[src/rtl/sonar_ranger_if.sv]
// Sensor-side bundle of the sonar ranger: trigger/echo lines, enable and the
// published per-channel distances plus the sample strobe.
interface sonar_ranger_if #(
    parameter int NUM_CH = 4,
    parameter int DIST_W = 10
);
    logic                     enable;
    logic [NUM_CH-1:0]        echo;
    logic [NUM_CH-1:0]        trig;
    logic [NUM_CH*DIST_W-1:0] dist_cm;
    logic [NUM_CH-1:0]        dist_timeout;
    logic                     sample_valid;
    logic [2:0]               sample_ch;
    logic [DIST_W-1:0]        sample_cm;

    modport master (
        input  enable, echo,
        output trig, dist_cm, dist_timeout, sample_valid, sample_ch, sample_cm
    );

    modport slave (
        output enable, echo,
        input  trig, dist_cm, dist_timeout, sample_valid, sample_ch, sample_cm
    );
endinterface

[src/rtl/sonar_ranger.sv]
// Round-robin HC-SR04 controller: fires one sensor at a time, times its echo
// and converts the width to centimetres with a subtract-per-cycle divider.
module sonar_ranger #(
    parameter int NUM_CH         = 4,
    parameter int DIST_W         = 10,
    parameter int TRIG_CYCLES    = 500,
    parameter int TIMEOUT_CYCLES = 1500000,
    parameter int GAP_CYCLES     = 3000000,
    parameter int CYCLES_PER_CM  = 2900
) (
    input  logic           CLOCK_50,
    input  logic           reset_n,
    sonar_ranger_if.master bus
);
    localparam int MAX_TG  = (TIMEOUT_CYCLES > GAP_CYCLES) ? TIMEOUT_CYCLES : GAP_CYCLES;
    localparam int MAX_CNT = (MAX_TG > TRIG_CYCLES) ? MAX_TG : TRIG_CYCLES;
    localparam int CNT_W   = $clog2(MAX_CNT + 1);
    localparam int CH_W    = (NUM_CH > 1) ? $clog2(NUM_CH) : 1;

    localparam logic [CNT_W-1:0]  TRIG_LAST = CNT_W'(TRIG_CYCLES - 1);
    localparam logic [CNT_W-1:0]  TO_LAST   = CNT_W'(TIMEOUT_CYCLES - 1);
    localparam logic [CNT_W-1:0]  GAP_LAST  = CNT_W'(GAP_CYCLES - 1);
    localparam logic [CNT_W-1:0]  CPCM      = CNT_W'(CYCLES_PER_CM);
    localparam logic [CH_W-1:0]   CH_LAST   = CH_W'(NUM_CH - 1);
    localparam logic [DIST_W-1:0] DIST_MAX  = '1;

    typedef enum logic [2:0] {
        S_IDLE, S_TRIG, S_WAIT_RISE, S_MEASURE, S_CONVERT, S_DONE, S_GAP
    } state_t;

    state_t               state, state_nxt;
    logic [CNT_W-1:0]     cnt, cnt_nxt;
    logic [DIST_W-1:0]    quo, quo_nxt;
    logic [CH_W-1:0]      ch, ch_nxt;
    logic                 tmo, tmo_nxt;
    logic [NUM_CH-1:0]    trig_nxt;

    logic [NUM_CH-1:0]    echo_meta, echo_sync;
    logic                 echo_act, echo_prev, echo_rise, echo_fall;

    logic [NUM_CH-1:0]        trig_q;
    logic [NUM_CH*DIST_W-1:0] dist_q;
    logic [NUM_CH-1:0]        dist_tmo_q;
    logic                     valid_q;
    logic [2:0]               sample_ch_q;
    logic [DIST_W-1:0]        sample_cm_q;
    logic [DIST_W-1:0]        done_cm;

    // Edges are taken on the active channel only, so a line already high when
    // the channel starts listening never counts as a rise.
    assign echo_act  = echo_sync[ch];
    assign echo_rise = echo_act & ~echo_prev;
    assign echo_fall = ~echo_act & echo_prev;
    assign done_cm   = tmo ? DIST_MAX : quo;

    // NOTE: sequential state uses non-blocking assignments so every register
    // samples the pre-edge values, independent of statement order.
    always_ff @(posedge CLOCK_50 or negedge reset_n) begin
        if (!reset_n) begin
            echo_meta <= '0;
            echo_sync <= '0;
            echo_prev <= 1'b0;
        end else begin
            echo_meta <= bus.echo;
            echo_sync <= echo_meta;
            echo_prev <= echo_act;
        end
    end

    // NOTE: every variable gets its default before the case, so no path can
    // leave one unassigned and infer a latch.
    always_comb begin
        state_nxt = state;
        cnt_nxt   = cnt;
        quo_nxt   = quo;
        ch_nxt    = ch;
        tmo_nxt   = tmo;
        case (state)
            S_IDLE: begin
                cnt_nxt = '0;
                if (bus.enable) state_nxt = S_TRIG;
            end
            S_TRIG: begin
                tmo_nxt = 1'b0;
                quo_nxt = '0;
                if (cnt == TRIG_LAST) begin
                    cnt_nxt   = '0;
                    state_nxt = S_WAIT_RISE;
                end else begin
                    cnt_nxt = cnt + CNT_W'(1);
                end
            end
            S_WAIT_RISE: begin
                if (echo_rise) begin
                    cnt_nxt   = '0;
                    state_nxt = S_MEASURE;
                end else if (cnt == TO_LAST) begin
                    tmo_nxt   = 1'b1;
                    state_nxt = S_DONE;
                end else begin
                    cnt_nxt = cnt + CNT_W'(1);
                end
            end
            S_MEASURE: begin
                // The rise cycle is counted here too, so cnt leaves holding
                // exactly the number of cycles the echo was high.
                if (cnt == TO_LAST) begin
                    tmo_nxt   = 1'b1;
                    state_nxt = S_DONE;
                end else begin
                    cnt_nxt = cnt + CNT_W'(1);
                    if (echo_fall) state_nxt = S_CONVERT;
                end
            end
            S_CONVERT: begin
                if (cnt >= CPCM) begin
                    cnt_nxt = cnt - CPCM;
                    quo_nxt = quo + DIST_W'(1);
                    if (quo_nxt == DIST_MAX) state_nxt = S_DONE;
                end else begin
                    state_nxt = S_DONE;
                end
            end
            S_DONE: begin
                cnt_nxt   = '0;
                state_nxt = S_GAP;
            end
            S_GAP: begin
                if (cnt == GAP_LAST) begin
                    cnt_nxt   = '0;
                    ch_nxt    = (ch == CH_LAST) ? '0 : ch + CH_W'(1);
                    state_nxt = bus.enable ? S_TRIG : S_IDLE;
                end else begin
                    cnt_nxt = cnt + CNT_W'(1);
                end
            end
            default: state_nxt = S_IDLE;
        endcase

        trig_nxt = '0;
        for (int i = 0; i < NUM_CH; i++)
            trig_nxt[i] = (state_nxt == S_TRIG) && (ch_nxt == CH_W'(i));
    end

    always_ff @(posedge CLOCK_50 or negedge reset_n) begin
        if (!reset_n) begin
            state <= S_IDLE;
            cnt   <= '0;
            quo   <= '0;
            ch    <= '0;
            tmo   <= 1'b0;
            trig_q <= '0;
        end else begin
            state  <= state_nxt;
            cnt    <= cnt_nxt;
            quo    <= quo_nxt;
            ch     <= ch_nxt;
            tmo    <= tmo_nxt;
            trig_q <= trig_nxt;
        end
    end

    // NOTE: the per-channel result registers are reset along with the control
    // logic, so every published output reads 0 straight out of reset.
    always_ff @(posedge CLOCK_50 or negedge reset_n) begin
        if (!reset_n) begin
            dist_q      <= '0;
            dist_tmo_q  <= '0;
            valid_q     <= 1'b0;
            sample_ch_q <= '0;
            sample_cm_q <= '0;
        end else begin
            valid_q <= (state == S_DONE);
            if (state == S_DONE) begin
                dist_q[int'(ch)*DIST_W +: DIST_W] <= done_cm;
                dist_tmo_q[ch]                    <= tmo;
                sample_ch_q                       <= 3'(ch);
                sample_cm_q                       <= done_cm;
            end
        end
    end

    assign bus.trig         = trig_q;
    assign bus.dist_cm      = dist_q;
    assign bus.dist_timeout = dist_tmo_q;
    assign bus.sample_valid = valid_q;
    assign bus.sample_ch    = sample_ch_q;
    assign bus.sample_cm    = sample_cm_q;
endmodule

[src/flat_wrapper.sv]
// flat-port wrapper written by rule: the top's interface ports become plain ports
module sonar_ranger_flat 
#(
    parameter int NUM_CH         = 4,
    parameter int DIST_W         = 10,
    parameter int TRIG_CYCLES    = 500,
    parameter int TIMEOUT_CYCLES = 1500000,
    parameter int GAP_CYCLES     = 3000000,
    parameter int CYCLES_PER_CM  = 2900
)
  (CLOCK_50, reset_n, bus_enable, bus_echo, bus_trig, bus_dist_cm, bus_dist_timeout, bus_sample_valid, bus_sample_ch, bus_sample_cm);
  sonar_ranger_if #(.NUM_CH(NUM_CH), .DIST_W(DIST_W)) bus_i ();
  input  logic CLOCK_50;
  input  logic reset_n;
  input wire logic [$bits(bus_i.enable)-1:0] bus_enable;
  input wire logic [$bits(bus_i.echo)-1:0] bus_echo;
  output wire logic [$bits(bus_i.trig)-1:0] bus_trig;
  output wire logic [$bits(bus_i.dist_cm)-1:0] bus_dist_cm;
  output wire logic [$bits(bus_i.dist_timeout)-1:0] bus_dist_timeout;
  output wire logic [$bits(bus_i.sample_valid)-1:0] bus_sample_valid;
  output wire logic [$bits(bus_i.sample_ch)-1:0] bus_sample_ch;
  output wire logic [$bits(bus_i.sample_cm)-1:0] bus_sample_cm;
  assign bus_i.enable = bus_enable;
  assign bus_i.echo = bus_echo;
  assign bus_trig = bus_i.trig;
  assign bus_dist_cm = bus_i.dist_cm;
  assign bus_dist_timeout = bus_i.dist_timeout;
  assign bus_sample_valid = bus_i.sample_valid;
  assign bus_sample_ch = bus_i.sample_ch;
  assign bus_sample_cm = bus_i.sample_cm;
  sonar_ranger #(.NUM_CH(NUM_CH), .DIST_W(DIST_W), .TRIG_CYCLES(TRIG_CYCLES), .TIMEOUT_CYCLES(TIMEOUT_CYCLES), .GAP_CYCLES(GAP_CYCLES), .CYCLES_PER_CM(CYCLES_PER_CM)) u_core (.CLOCK_50(CLOCK_50), .reset_n(reset_n), .bus(bus_i));
endmodule
[config.mk]
export PLATFORM = sky130hd
export DESIGN_NAME = sonar_ranger_flat
export DESIGN_NICKNAME = d
export VERILOG_FILES = /design/src/rtl/sonar_ranger_if.sv /design/src/rtl/sonar_ranger.sv /design/src/flat_wrapper.sv
export SDC_FILE = /design/constraint.sdc
export NUM_CORES = 1
export LEC_CHECK = 0
export ABC_AREA = 1
export CAP_MARGIN = 20
export CORE_ASPECT_RATIO = 1.75
export CORE_MARGIN = 2
export CORE_UTILIZATION = 58
export CTS_BUF_LIST = sky130_fd_sc_hd__clkbuf_16
export DETAILED_ROUTE_END_ITERATION = 8
export PLACE_DENSITY_LB_ADDON = 0.08
export SLEW_MARGIN = 5
export SYNTH_ARGS = -nofsm -noshare
export SYNTH_HDL_FRONTEND = slang
export SYNTH_SLANG_ARGS = --single-unit
[constraint.sdc]
create_clock -name CLOCK_50 -period 3.4 [get_ports CLOCK_50]
set_clock_uncertainty 0.2 [all_clocks]
set_input_delay 0.34 -clock CLOCK_50 [delete_from_list [all_inputs] [get_ports CLOCK_50]]
set_output_delay 0.34 -clock CLOCK_50 [all_outputs]
set_load 0.02 [all_outputs]
==> flow_metrics.tcl, run 1 <==
set metrics [dict create \
    worst_setup_path_start_kind "register" \
    drive_above_1_share_pct 7.260 \
    h-tree-depth 3 \
    io_buffers 67 \
    yosysMostFrequentCell "nand2_1" \
    setup_violations 0 \
    gr-usage-all-layers_pct 39.71 \
    end_kind "register" \
    synth_commonest_cells "261 x nand2_1, 134 x o21ai_0, 112 x nor2_1" \
    synthArstFlopShare_pct 100.0 \
    drc 0 \
    grt_first_pass_wirelength_microns 37710 \
    ys_seq_area_share_pct 39.66 \
    dr.pass1.iters 7 \
    p_leak_nw 3.725 \
    wl_per_cell_microns 20.55 \
    initial_core_util_pct 59.17 \
    netlist_area_sq_um 6814 \
    multiInputGateArea_sq_um 3551 \
    fin_nets 1052 \
    place_ws_ps 534.3 \
    regArea_sq_um 2703 \
    postSynthCellCount 974 \
    path_class "register to register" \
    yosys-top-cells-area "dfrtp_1 40%, nand2_1 14%, o21ai_0 9.8%" \
    min_path_type "register to register" \
    yosysTopAreaCellShare_pct 39.66 \
    dieArea_sq_um 12670 \
    p_per_area_nw_per_um2 297.7 \
    num-fill-cells 1016 \
    drt_wl_total_microns 24000 \
    hold_viol_final 0 \
    syn_to_final_growth_pct 15.48 \
    die_w_microns 85.94 \
    cts-root-buf "clkbuf_16" \
    antenna_found_initial 0 \
    clk_transition_reported_paths_ps 70 \
    tightest_slew_ps 786.2 \
    worst_slack_ps 471.6 \
    fmax_ghz 0.3415 \
    via_per_inst 6.016 \
    synthDistinctLibCells 45 \
    synth_edf_count 0 \
    num_antenna_cells 0 \
    die_h_microns 147.4 \
    maxSlewViolCount 0 \
    rows 52 \
    finalCritPeriodShare_pct 86.13 \
    syn_area_per_cell_sq_um 6.996 \
    coreArea_sq_um 11520 \
    postCtsSetupRepairBufs 0 \
    clock_path_buffers 2 \
    ys_seq_elements 108 \
    cts_tree "done" \
    required_ps 3470 \
    drtIter0Drc 491 \
    synth_ff_type "dfrtp_1" \
    gp_congestion 1.033 \
    worstPathArrival_ps 3000 \
    grt.overflow.total 0 \
    hpwl_microns 18600 \
    synth_largest_area_cell "dfrtp_1" \
    postCtsResizedCells 0 \
    rsz0062_at_grt "no" \
    grt_pass1_vias 7132 \
    crit_fanout 13 \
    drv_cap 0 \
    synth_fp_nets 997 \
    cts_hold_buf 1 \
    tns_ps 0 \
    numCtsBuffers 9 \
    cts.sinks 108 \
    dr_total_vias 7027 \
    ir_drop_mv 0.2165 \
    finalCriticalPeriod_ps 2928 \
    slew_headroom_pct 47.42 \
    io_pins 69 \
    ant_nets 0 \
    status "completed" \
    clk_latency_ps 350 \
    grt_start_max_net_pins 56 \
    synth_warnings 0 \
]
-- sequential cells by signal, summed over array words and instances, names as in the netlist --
name / cells
u_core.bus.sample_ch: 2
u_core.quo: 10
u_core.tmo: 1
u_core.echo_prev: 1
u_core.bus.sample_cm: 10
u_core.echo_meta: 4
u_core.bus.dist_timeout: 4
u_core.bus.trig: 4
u_core.echo_sync: 4
u_core.bus.sample_valid: 1
u_core.cnt: 22
u_core.state: 3
u_core.ch: 2
u_core.bus.dist_cm: 40
-- through the flow --
stage               cell area, sq um  instances  utilization (%)  hold WS [ps]  power [mW]
floorplan                       6814        974                -        -155.6       1.320
global placement                7585       1152            65.86         132.9       1.356
detailed placement              7585       1152            65.86         136.4       1.357
CTS                             7869       1168            68.33         157.8       2.338
global route                    7869       1168            68.33         151.5       2.399
finish                          7869       1168            68.33         154.2       2.343
-- cells by family (layout without fill, tap and decap cells) --
kind of cell,count (synthesis),count (layout),share of synthesized area (%)
flops,108,108,39.66
mux,2,2,0.3121
other cells,1,1,0.05503
xor+xnor,15,15,1.928
fa+ha+maj,16,16,2.938
compound gates,195,195,15.33
buf+inv,136,195,8.226
simple gates,501,501,31.55
-- area by class of cell --
type	count	area share [%]
Clock inverter	6	0.6201
Inverter	96	4.595
Sequential cell	108	34.35
Timing Repair Buffer	84	10.30
Multi-Input combinational cell	730	45.13
Tap cell	135	2.147
Clock buffer	9	2.862
-- routing by layer --
metal  part of all wire, %  track usage, %  vias to the layer above
met4                    10           33.41                        0
met3                   4.7           6.030                      144
met1                    31           37.29                     3260
li1                      -               -                     3285
met2                    54           72.44                      338
met5                     0               0                        -
-- cell usage in the layout, fill, tap and decap left out, drive strengths merged, types with 4 or more instances in the layout --
master	instances
buf	17
nand2	269
nand4	17
inv	97
dfrtp	108
or2	6
nor2	121
ha	16
a21oi	24
nor3	20
nand3	63
xor2	14
clkdlybuf4s50	66
a2bb2oi	4
clkinv	4
a31oi	11
clkbuf	9
o21ai	141
-- final timing paths --
| kind | start | end | slack, ps | depth (start not counted) |
|---|---|---|---|---|
| max | u_core.ch[1]$_DFF_PN0_ | u_core.bus.dist_cm[7]$_DFFE_PN0P_ | 470 | 9 |
| min | u_core.echo_meta[1]$_DFF_PN0_ | u_core.echo_sync[1]$_DFF_PN0_ | 150 | 0 |
| max reg2reg | u_core.ch[1]$_DFF_PN0_ | u_core.bus.dist_cm[7]$_DFFE_PN0P_ | 470 | 9 |
| min reg2reg | u_core.echo_meta[1]$_DFF_PN0_ | u_core.echo_sync[1]$_DFF_PN0_ | 150 | 0 |
| max in group asynchronous | reset_n | u_core.ch[0]$_DFF_PN0_ | 1870 | 3 |
| min in group asynchronous | reset_n | u_core.bus.sample_cm[8]$_DFFE_PN0P_ | 380 | 2 |
-- critical path, stage by stage, from the launching register on --
cell and delay (ps):
dfrtp_1 500, inv_1 200, ha_1 220, buf_4 180
inv_1 290, nand2_1 180, o21ai_0 260, o21ai_0 300
or2_2 390, a2bb2oi_1 140
-- report_power, final --
part / leakage [nW] / internal [mW] / switching [mW] / total, mW
combinational: 2.13 / 0.00994 / 0.0292 / 0.0392
sequential: 1.46 / 1.29 / 0.00383 / 1.29
clock: 0.131 / 0.502 / 0.509 / 1.01
Note: power is estimated with default switching activity, not from simulation.
==> run 2, diff against run 1 <==
CORE_ASPECT_RATIO = 0.9   (was 1.75)
==> flow_metrics.tcl, run 2 (synthesis results as in run 1) <==
set metrics [dict create \
    pwr-share-clk_pct 46.7 \
    cp_slowest_cell "o21ai_0" \
    p_sw_uw 539.0 \
    io_buffers 67 \
    largest_register_ffs 40 \
    fmax_ghz 0.3327 \
    min_path_type "register to register" \
    clk_latency_ps 360 \
    grt_start_max_net_pins 69 \
    ir_drop_mv 0.3452 \
    timing.rr.start "u_core.ch[1]$_DFF_PN0_" \
    dr_total_vias 6773 \
    die_h_microns 106.8 \
    clock_path_buffers 2 \
    finalCriticalPeriod_ps 3006 \
    syn_to_final_growth_pct 15.48 \
    via_per_inst 5.735 \
    h-tree-depth 3 \
    p_per_area_nw_per_um2 316.8 \
    num_antenna_cells 0 \
    required_ps 3430 \
    place_ws_ps 552.3 \
    finalCritPeriodShare_pct 88.40 \
    drv_cap 0 \
    fin_nets 1043 \
    initial_core_util_pct 59.59 \
    reg2reg_slack_ps 390 \
    hpwl_microns 14850 \
    regArea_sq_um 2703 \
    ant_nets 0 \
    crit_chain "inv_1 > ha_1 > inv_1 > nand2_1 > o21ai_0 > o21ai_0 > nand2_1 > o21ai_0 > o21ai_0" \
    numCtsBuffers 9 \
    num-fill-cells 1019 \
    crit_fanout 13 \
    rsz0062_at_grt "no" \
    end_kind "register" \
    tightest_slew_ps 836.2 \
    dr.pass1.iters 6 \
    maxSlewViolCount 0 \
    p_seq_share_pct 51.7 \
    drt_wl_total_microns 19800 \
    tns_ps 0 \
    reg2reg_to "u_core.bus.dist_cm[14]$_DFFE_PN0P_" \
    p_sw_share_pct 21.62 \
    multiInputGateArea_sq_um 3551 \
    grt.overflow.total 0 \
    setup_violations 0 \
    pwr-share-comb_pct 1.5 \
    drive_above_1_share_pct 6.634 \
    worst_slack_ps 394.2 \
    drtIter0Drc 851 \
    worstPathArrival_ps 3030 \
    status "completed" \
    postCtsSetupRepairBufs 0 \
    reg2reg_depth 9 \
    cts_tree "done" \
    dieArea_sq_um 12630 \
    slew_headroom_pct 44.25 \
    p_leak_nw 3.699 \
    endpoint "u_core.bus.dist_cm[14]$_DFFE_PN0P_" \
    cp_common_cell "o21ai_0" \
    antenna_found_initial 0 \
    wl_per_cell_microns 16.76 \
    worst_setup_path_start_kind "register" \
    gp_congestion 1.007 \
    coreArea_sq_um 11430 \
    mostFrequentLayoutCell "nand2_1" \
    max_stage_delay_ps 530 \
    rows 37 \
    path_class "register to register" \
    cp-startpoint "u_core.ch[1]$_DFF_PN0_" \
    die_w_microns 118.3 \
    finish.utilization_pct 68.82 \
    drc 0 \
    hold_viol_final 0 \
    grt_first_pass_wirelength_microns 31820 \
    io_pins 69 \
    clk_transition_reported_paths_ps 70 \
    gr-usage-all-layers_pct 32.20 \
    layout_common_cells "261 x nand2_1, 134 x o21ai_0, 112 x nor2_1" \
    cts-root-buf "clkbuf_16" \
    cts.sinks 108 \
    grt_pass1_vias 6111 \
    p_int_mw 1.954 \
]
## run 2: repair_timing
item	4_1_cts	5_1_grt
gates resized for setup	0	0
hold buffers	1	0
endpoints found under the hold margin	66	0
## run 2: stage by stage
step	power, mW	hold WS, ps	cell area, sq um	instances
6_report	2.493	150.8	7869	1181
5_1_grt	2.562	159.7	7869	1181
4_1_cts	2.519	152.3	7869	1181
3_5_place_dp	1.355	134.7	7531	1164
3_3_place_gp	1.354	134.9	7531	1164
2_1_floorplan	1.320	-155.6	6814	974
## run 2: worst max-delay path, delay by kind of cell (launching register included)
kind	cells	cell delay (ps)
compound gates	4	930
buf+inv	2	520
flops	1	470
fa+ha+maj	1	470
simple gates	2	280
## run 2: worst min-delay path by stage
stage,end,cells after the start,from
2_1_floorplan,u_core.bus.dist_cm[0]$_DFFE_PN0P_,0,reset_n
3_3_place_gp,u_core.echo_sync[2]$_DFF_PN0_,0,u_core.echo_meta[2]$_DFF_PN0_
3_5_place_dp,u_core.echo_sync[0]$_DFF_PN0_,0,u_core.echo_meta[0]$_DFF_PN0_
4_1_cts,u_core.echo_sync[0]$_DFF_PN0_,0,u_core.echo_meta[0]$_DFF_PN0_
5_1_grt,u_core.echo_sync[3]$_DFF_PN0_,0,u_core.echo_meta[3]$_DFF_PN0_
6_report,u_core.echo_sync[0]$_DFF_PN0_,0,u_core.echo_meta[0]$_DFF_PN0_
## run 2: final cells by class
type                    count  area share (%)
clock inverters             7           1.304
inverters                  96           4.595
flip-flops and latches    108           34.35
well taps                 156           2.481
multi-input cells         730           45.13
repair buffers             75           9.286
clock buffers               9           2.862
## run 2: routing by layer
metal,wire length [microns],track usage [%]
met4,191,6.454
met2,8150,44.67
met1,9074,49.09
met5,0,0
met3,2378,10.37
## run 2: power by group through the flow
stage	registers [mW]	clock network (mW)	logic, mW
after detailed placement	1.32	0	0.0390
final	1.29	1.16	0.0380
after floorplan	1.32	0	0.00451
after global placement	1.32	0	0.0385
after CTS	1.29	1.19	0.0399
after global routing	1.29	1.23	0.0447
==> run 3, diff against run 2 <==
GPL_TIMING_DRIVEN = 0   (was default)
clock period = 2.9 ns   (was 3.4 ns; I/O delays follow)
==> flow_metrics.tcl, run 3 (synthesis results as in run 1) <==
set metrics [dict create \
    via_per_inst 5.725 \
    clock_path_buffers 2 \
    finalCritPeriodShare_pct 96.65 \
    end_kind "register" \
    worst_setup_path_start_kind "register" \
    num_antenna_cells 0 \
    syn_to_final_growth_pct 17.41 \
    io_buffers 67 \
    required_ps 2930 \
    worstPathArrival_ps 2830 \
    p_leak_nw 3.783 \
    cts_tree "done" \
    p_seq_share_pct 54.8 \
    tns_ps 0 \
    largest_register_ffs 40 \
    drc 0 \
    rows 37 \
    drtIter0Drc 823 \
    maxSlewViolCount 0 \
    grt_pass1_vias 6444 \
    ant_nets 0 \
    path_class "register to register" \
    clk_latency_ps 360 \
    clk_transition_reported_paths_ps 70 \
    drv_cap 0 \
    fin_nets 1076 \
    slew_headroom_pct 41.28 \
    h-tree-depth 3 \
    dr.pass1.iters 6 \
    finish.utilization_pct 69.96 \
    tightest_slew_ps 880.7 \
    grt_start_max_net_pins 69 \
    finalCriticalPeriod_ps 2803 \
    multiInputGateArea_sq_um 3563 \
    p_per_area_nw_per_um2 345.4 \
    drt_wl_total_microns 20700 \
    setup_violations 0 \
    fmax_ghz 0.3568 \
    drive_above_1_share_pct 8.223 \
    p_sw_share_pct 23.31 \
    status "completed" \
    initial_core_util_pct 59.59 \
    antenna_found_initial 1 \
    cts.sinks 108 \
    io_pins 69 \
    rsz0062_at_grt "no" \
    dieArea_sq_um 12630 \
    min_path_type "register to register" \
    gr-usage-all-layers_pct 34.14 \
    crit_fanout 11 \
    die_w_microns 118.3 \
    hpwl_microns 15790 \
    layout_common_cells "260 x nand2_1, 133 x o21ai_0, 112 x nor2_1" \
    p_sw_uw 644.0 \
    mostFrequentLayoutCell "nand2_1" \
    pwr-share-clk_pct 43.6 \
    p_int_mw 2.119 \
    gp_congestion 1.028 \
    numCtsBuffers 9 \
    hold_viol_final 0 \
    grt_first_pass_wirelength_microns 33600 \
    regArea_sq_um 2704 \
    die_h_microns 106.8 \
    wl_per_cell_microns 17.05 \
    dr_total_vias 6950 \
    num-fill-cells 1001 \
    hold_ws_ps 149.7 \
    coreArea_sq_um 11430 \
    grt.overflow.total 0 \
    cts-root-buf "clkbuf_16" \
    pwr-share-comb_pct 1.7 \
    ir_drop_mv 0.4227 \
]
-- run 3: changes by cell type in the layout (fill, tap and decap cells not counted), sizes merged --
cell / previous run / this run
clkinv: 1 / 2
bufinv: 2 / 0
buf: 8 / 25
clkbuf: 9 / 25
clkinvlp: 1 / 2
-- run 3: power groups by stage --
stage	Clock [mW]	Sequential, mW	Combinational (mW)
after global routing	1.27	1.51	0.0552
after floorplan	0	1.54	0.00529
after global placement	0	1.54	0.0435
after CTS	1.22	1.51	0.0486
final	1.20	1.51	0.0468
after detailed placement	0	1.54	0.0477
-- run 3: repair_timing --
action	4_1_cts	5_1_grt
setup endpoints to repair	8	28
resized for setup	1	7
endpoints found under the hold margin	67	0
hold buffers	1	0
setup buffers	0	0
-- run 3: layer usage --
metal | GRT usage [%] | vias to the layer above | routed length, microns
li1 | - | 3338 | -
met1 | 51.15 | 3224 | 9514
met2 | 47.69 | 353 | 8495
met3 | 12.13 | 35 | 2418
met4 | 6.627 | 0 | 271
met5 | 0 | - | 0
-- run 3: worst paths after layout --
path | from | to | slack, ps | cells after the start
setup / recovery | u_core.ch[0]$_DFF_PN0_ | u_core.bus.dist_cm[15]$_DFFE_PN0P_ | 100 | 10
hold / removal | u_core.echo_meta[2]$_DFF_PN0_ | u_core.echo_sync[2]$_DFF_PN0_ | 150 | 0
setup reg to reg | u_core.ch[0]$_DFF_PN0_ | u_core.bus.dist_cm[15]$_DFFE_PN0P_ | 100 | 10
min in group asynchronous | reset_n | u_core.echo_meta[0]$_DFF_PN0_ | 420 | 2
hold reg to reg | u_core.echo_meta[2]$_DFF_PN0_ | u_core.echo_sync[2]$_DFF_PN0_ | 150 | 0
max in group asynchronous | reset_n | u_core.bus.dist_cm[29]$_DFFE_PN0P_ | 1360 | 3
-- run 3: critical path, stage by stage, from the launching register on --
cell	delay, ps
dfrtp_2	460
buf_2	200
inv_2	190
ha_1	250
nor2_1	90
o21ai_0	110
o21ai_0	210
o21ai_0	560
nand2_1	100
o21ai_0	160
o21ai_0	140
-- run 3: area by class of cell --
cell class | count | area share, %
clock buffer | 9 | 2.815
tap | 156 | 2.440
clock inverter | 7 | 0.7038
timing repair buffer | 69 | 8.727
inverter | 96 | 4.520
multi-input combinational | 730 | 44.54
sequential | 108 | 33.80
buffer | 39 | 2.455
-- run 3: per-stage QoR --
stage,power [mW],worst slack (ps),area [sq um],instances
floorplan,1.548,512.5,6814,974
global placement,1.587,-2707,7680,1197
detailed placement,1.591,-124.4,7697,1198
CTS,2.781,37.56,7990,1215
global route,2.836,16.10,8000,1214
finish,2.763,97.25,8000,1214
==> RTL change, RTL diff (settings of run 3) <==
`CYCLES_PER_CM` is set to 2900 in 2 places; all go to 2175.
--- a/src/rtl/sonar_ranger.sv
+++ b/src/rtl/sonar_ranger.sv
@@ -6,7 +6,7 @@
     parameter int TRIG_CYCLES    = 500,
     parameter int TIMEOUT_CYCLES = 1500000,
     parameter int GAP_CYCLES     = 3000000,
-    parameter int CYCLES_PER_CM  = 2900
+    parameter int CYCLES_PER_CM  = 2175
 ) (
     input  logic           CLOCK_50,
     input  logic           reset_n,
--- a/src/flat_wrapper.sv
+++ b/src/flat_wrapper.sv
@@ -6,7 +6,7 @@
     parameter int TRIG_CYCLES    = 500,
     parameter int TIMEOUT_CYCLES = 1500000,
     parameter int GAP_CYCLES     = 3000000,
-    parameter int CYCLES_PER_CM  = 2900
+    parameter int CYCLES_PER_CM  = 2175
 )
   (CLOCK_50, reset_n, bus_enable, bus_echo, bus_trig, bus_dist_cm, bus_dist_timeout, bus_sample_valid, bus_sample_ch, bus_sample_cm);
   sonar_ranger_if #(.NUM_CH(NUM_CH), .DIST_W(DIST_W)) bus_i ();
Function: no difference found for any inputs over 10 cycles, from zero or initial values and one cycle with reset_n low; that may be too few to reach the edited logic, so the function may still have changed.
==> RTL change against run 3 <==
- routed wire length down 3.7%
- area after synthesis shrank 1.2%
- sequential cell count did not move
- setup slack better by 150 ps
- final area decreased by 0.95%
- global-route usage down 1.2 points
- final cell count is 2.1% lower
- power barely moved
- critical path type unchanged
- largest power group unchanged
- highest routed layer unchanged
==> RTL change: results (changes against run 3) <==
Syn nets - 964 (-3.3%)
Compound-Gate Fraction of Synth Area - 0.1210 (-0.03234)
Max_slew headroom - 0.5708 (+0.1579)
Initial DRC Count - 853 (+3.6%)
DR WL met2 - 8395 um (-1.2%)
Metal3 WL - 2006 um (-17%)
Part of the power in registers - 0.547 (about the same)
Critical path's slowest cell - clkbuf_1
LEAKAGE - 0.003723 uW (-1.6%)
Clock Power Share - 0.434 (-0.002)
Peak supply drop - 317.4 uV (-25%)
Routed vias - 6685 (-3.8%)
Final wirelength - 19940 um (-3.7%)
Mux cell area share after synthesis - 0 (-0.003122)
Register area share after synthesis - 0.4014 (+0.004791)
Nonclk buf count - 103 (-4.6%)
Multi-input gate area - 3445 um2 (-3.3%)
Initial antenna violation count - 0 (-1)
Global Route met3 Usage - 0.07564 (-0.04563)
CTS resizes - 0 (-1)
M2 GR Usage - 0.4900 (+0.01310)
Comb_multi_in - 707 (-3.2%)
Buffering overhead - 0.1150 (+0.003130)
Inverters - 99 (+3.1%)
Fillers - 1023 (+2.2%)
Grt met1 use - 0.4912 (-0.02030)
Vias in the first global route - 6227 (-3.4%)
First-pass GRT wire length - 32220 um (-4.1%)
Net Sw Frac - 0.2321 (-0.001003)
All-Layer GR Usage - 0.3296 (-0.01181)
Post-detail-place hpwl - 15140 um (-4.2%)
Largest net degree at the start of global routing - 78 (+13%)
Adder-Cell Fraction of Synth Area - 0.01673 (-0.01265)
Tot Pwr - 2765 uW (about the same)
GP Congestion - 0.9870 (-3.9%)
Outcome - finished, final reports clean
Layout Nets - 1044 (-3.0%)
Top cells by area, synth - dfrtp_1 (40%), nand2_1 (16%), nor2_1 (6.0%), nand3_1 (5.5%), o21ai_1 (4.3%)
XOR/XNOR share of the synthesized area - 0.01561 (-0.003670)
## RTL change: cell types whose count changed in the layout (fill, tap and decap cells not counted), moves of 5 or more
| cell | delta |
|---|---|
| buf_2 | -5 |
| inv_1 | -12 |
| a31oi_1 | -7 |
| a21oi_1 | -7 |
| nand2_1 | +22 |
| ha_1 | -7 |
| o21ai_0 | -90 |
| nor3_1 | -11 |
| inv_2 | +12 |
| nand3_1 | +14 |
| o21ai_1 | +50 |
## RTL change: stage by stage
stage	area (um2)	instances	util	setup slack [ps]
6_report	7924	1189	0.6958	242.6
5_1_grt	7924	1189	0.6958	60.63
4_1_cts	7924	1189	0.6958	318.0
3_5_place_dp	7627	1172	0.6697	351.1
3_3_place_gp	7599	1171	0.6672	-2746
2_1_floorplan	6733	948	-	784.8
## RTL change: worst paths after layout
path	startpoint	endpoint	slack [ps]	cells after the start
min in group asynchronous	reset_n	u_core.bus.trig[2]$_DFF_PN0_	210	2
hold / removal	u_core.echo_meta[2]$_DFF_PN0_	u_core.echo_sync[2]$_DFF_PN0_	150	0
max in group asynchronous	reset_n	u_core.cnt[8]$_DFFE_PN0P_	1610	3
hold reg to reg	u_core.echo_meta[2]$_DFF_PN0_	u_core.echo_sync[2]$_DFF_PN0_	150	0
setup / recovery	u_core.ch[0]$_DFF_PN0_	u_core.bus.dist_cm[27]$_DFFE_PN0P_	240	8
setup reg to reg	u_core.ch[0]$_DFF_PN0_	u_core.bus.dist_cm[27]$_DFFE_PN0P_	240	8
## RTL change: critical path: cells and delay by family (launching register included)
| kind | cells | cell delay [ps] |
|---|---|---|
| compound gates | 2 | 460 |
| fa+ha+maj | 1 | 390 |
| buf+inv | 4 | 910 |
| flops | 1 | 410 |
| simple gates | 1 | 150 |
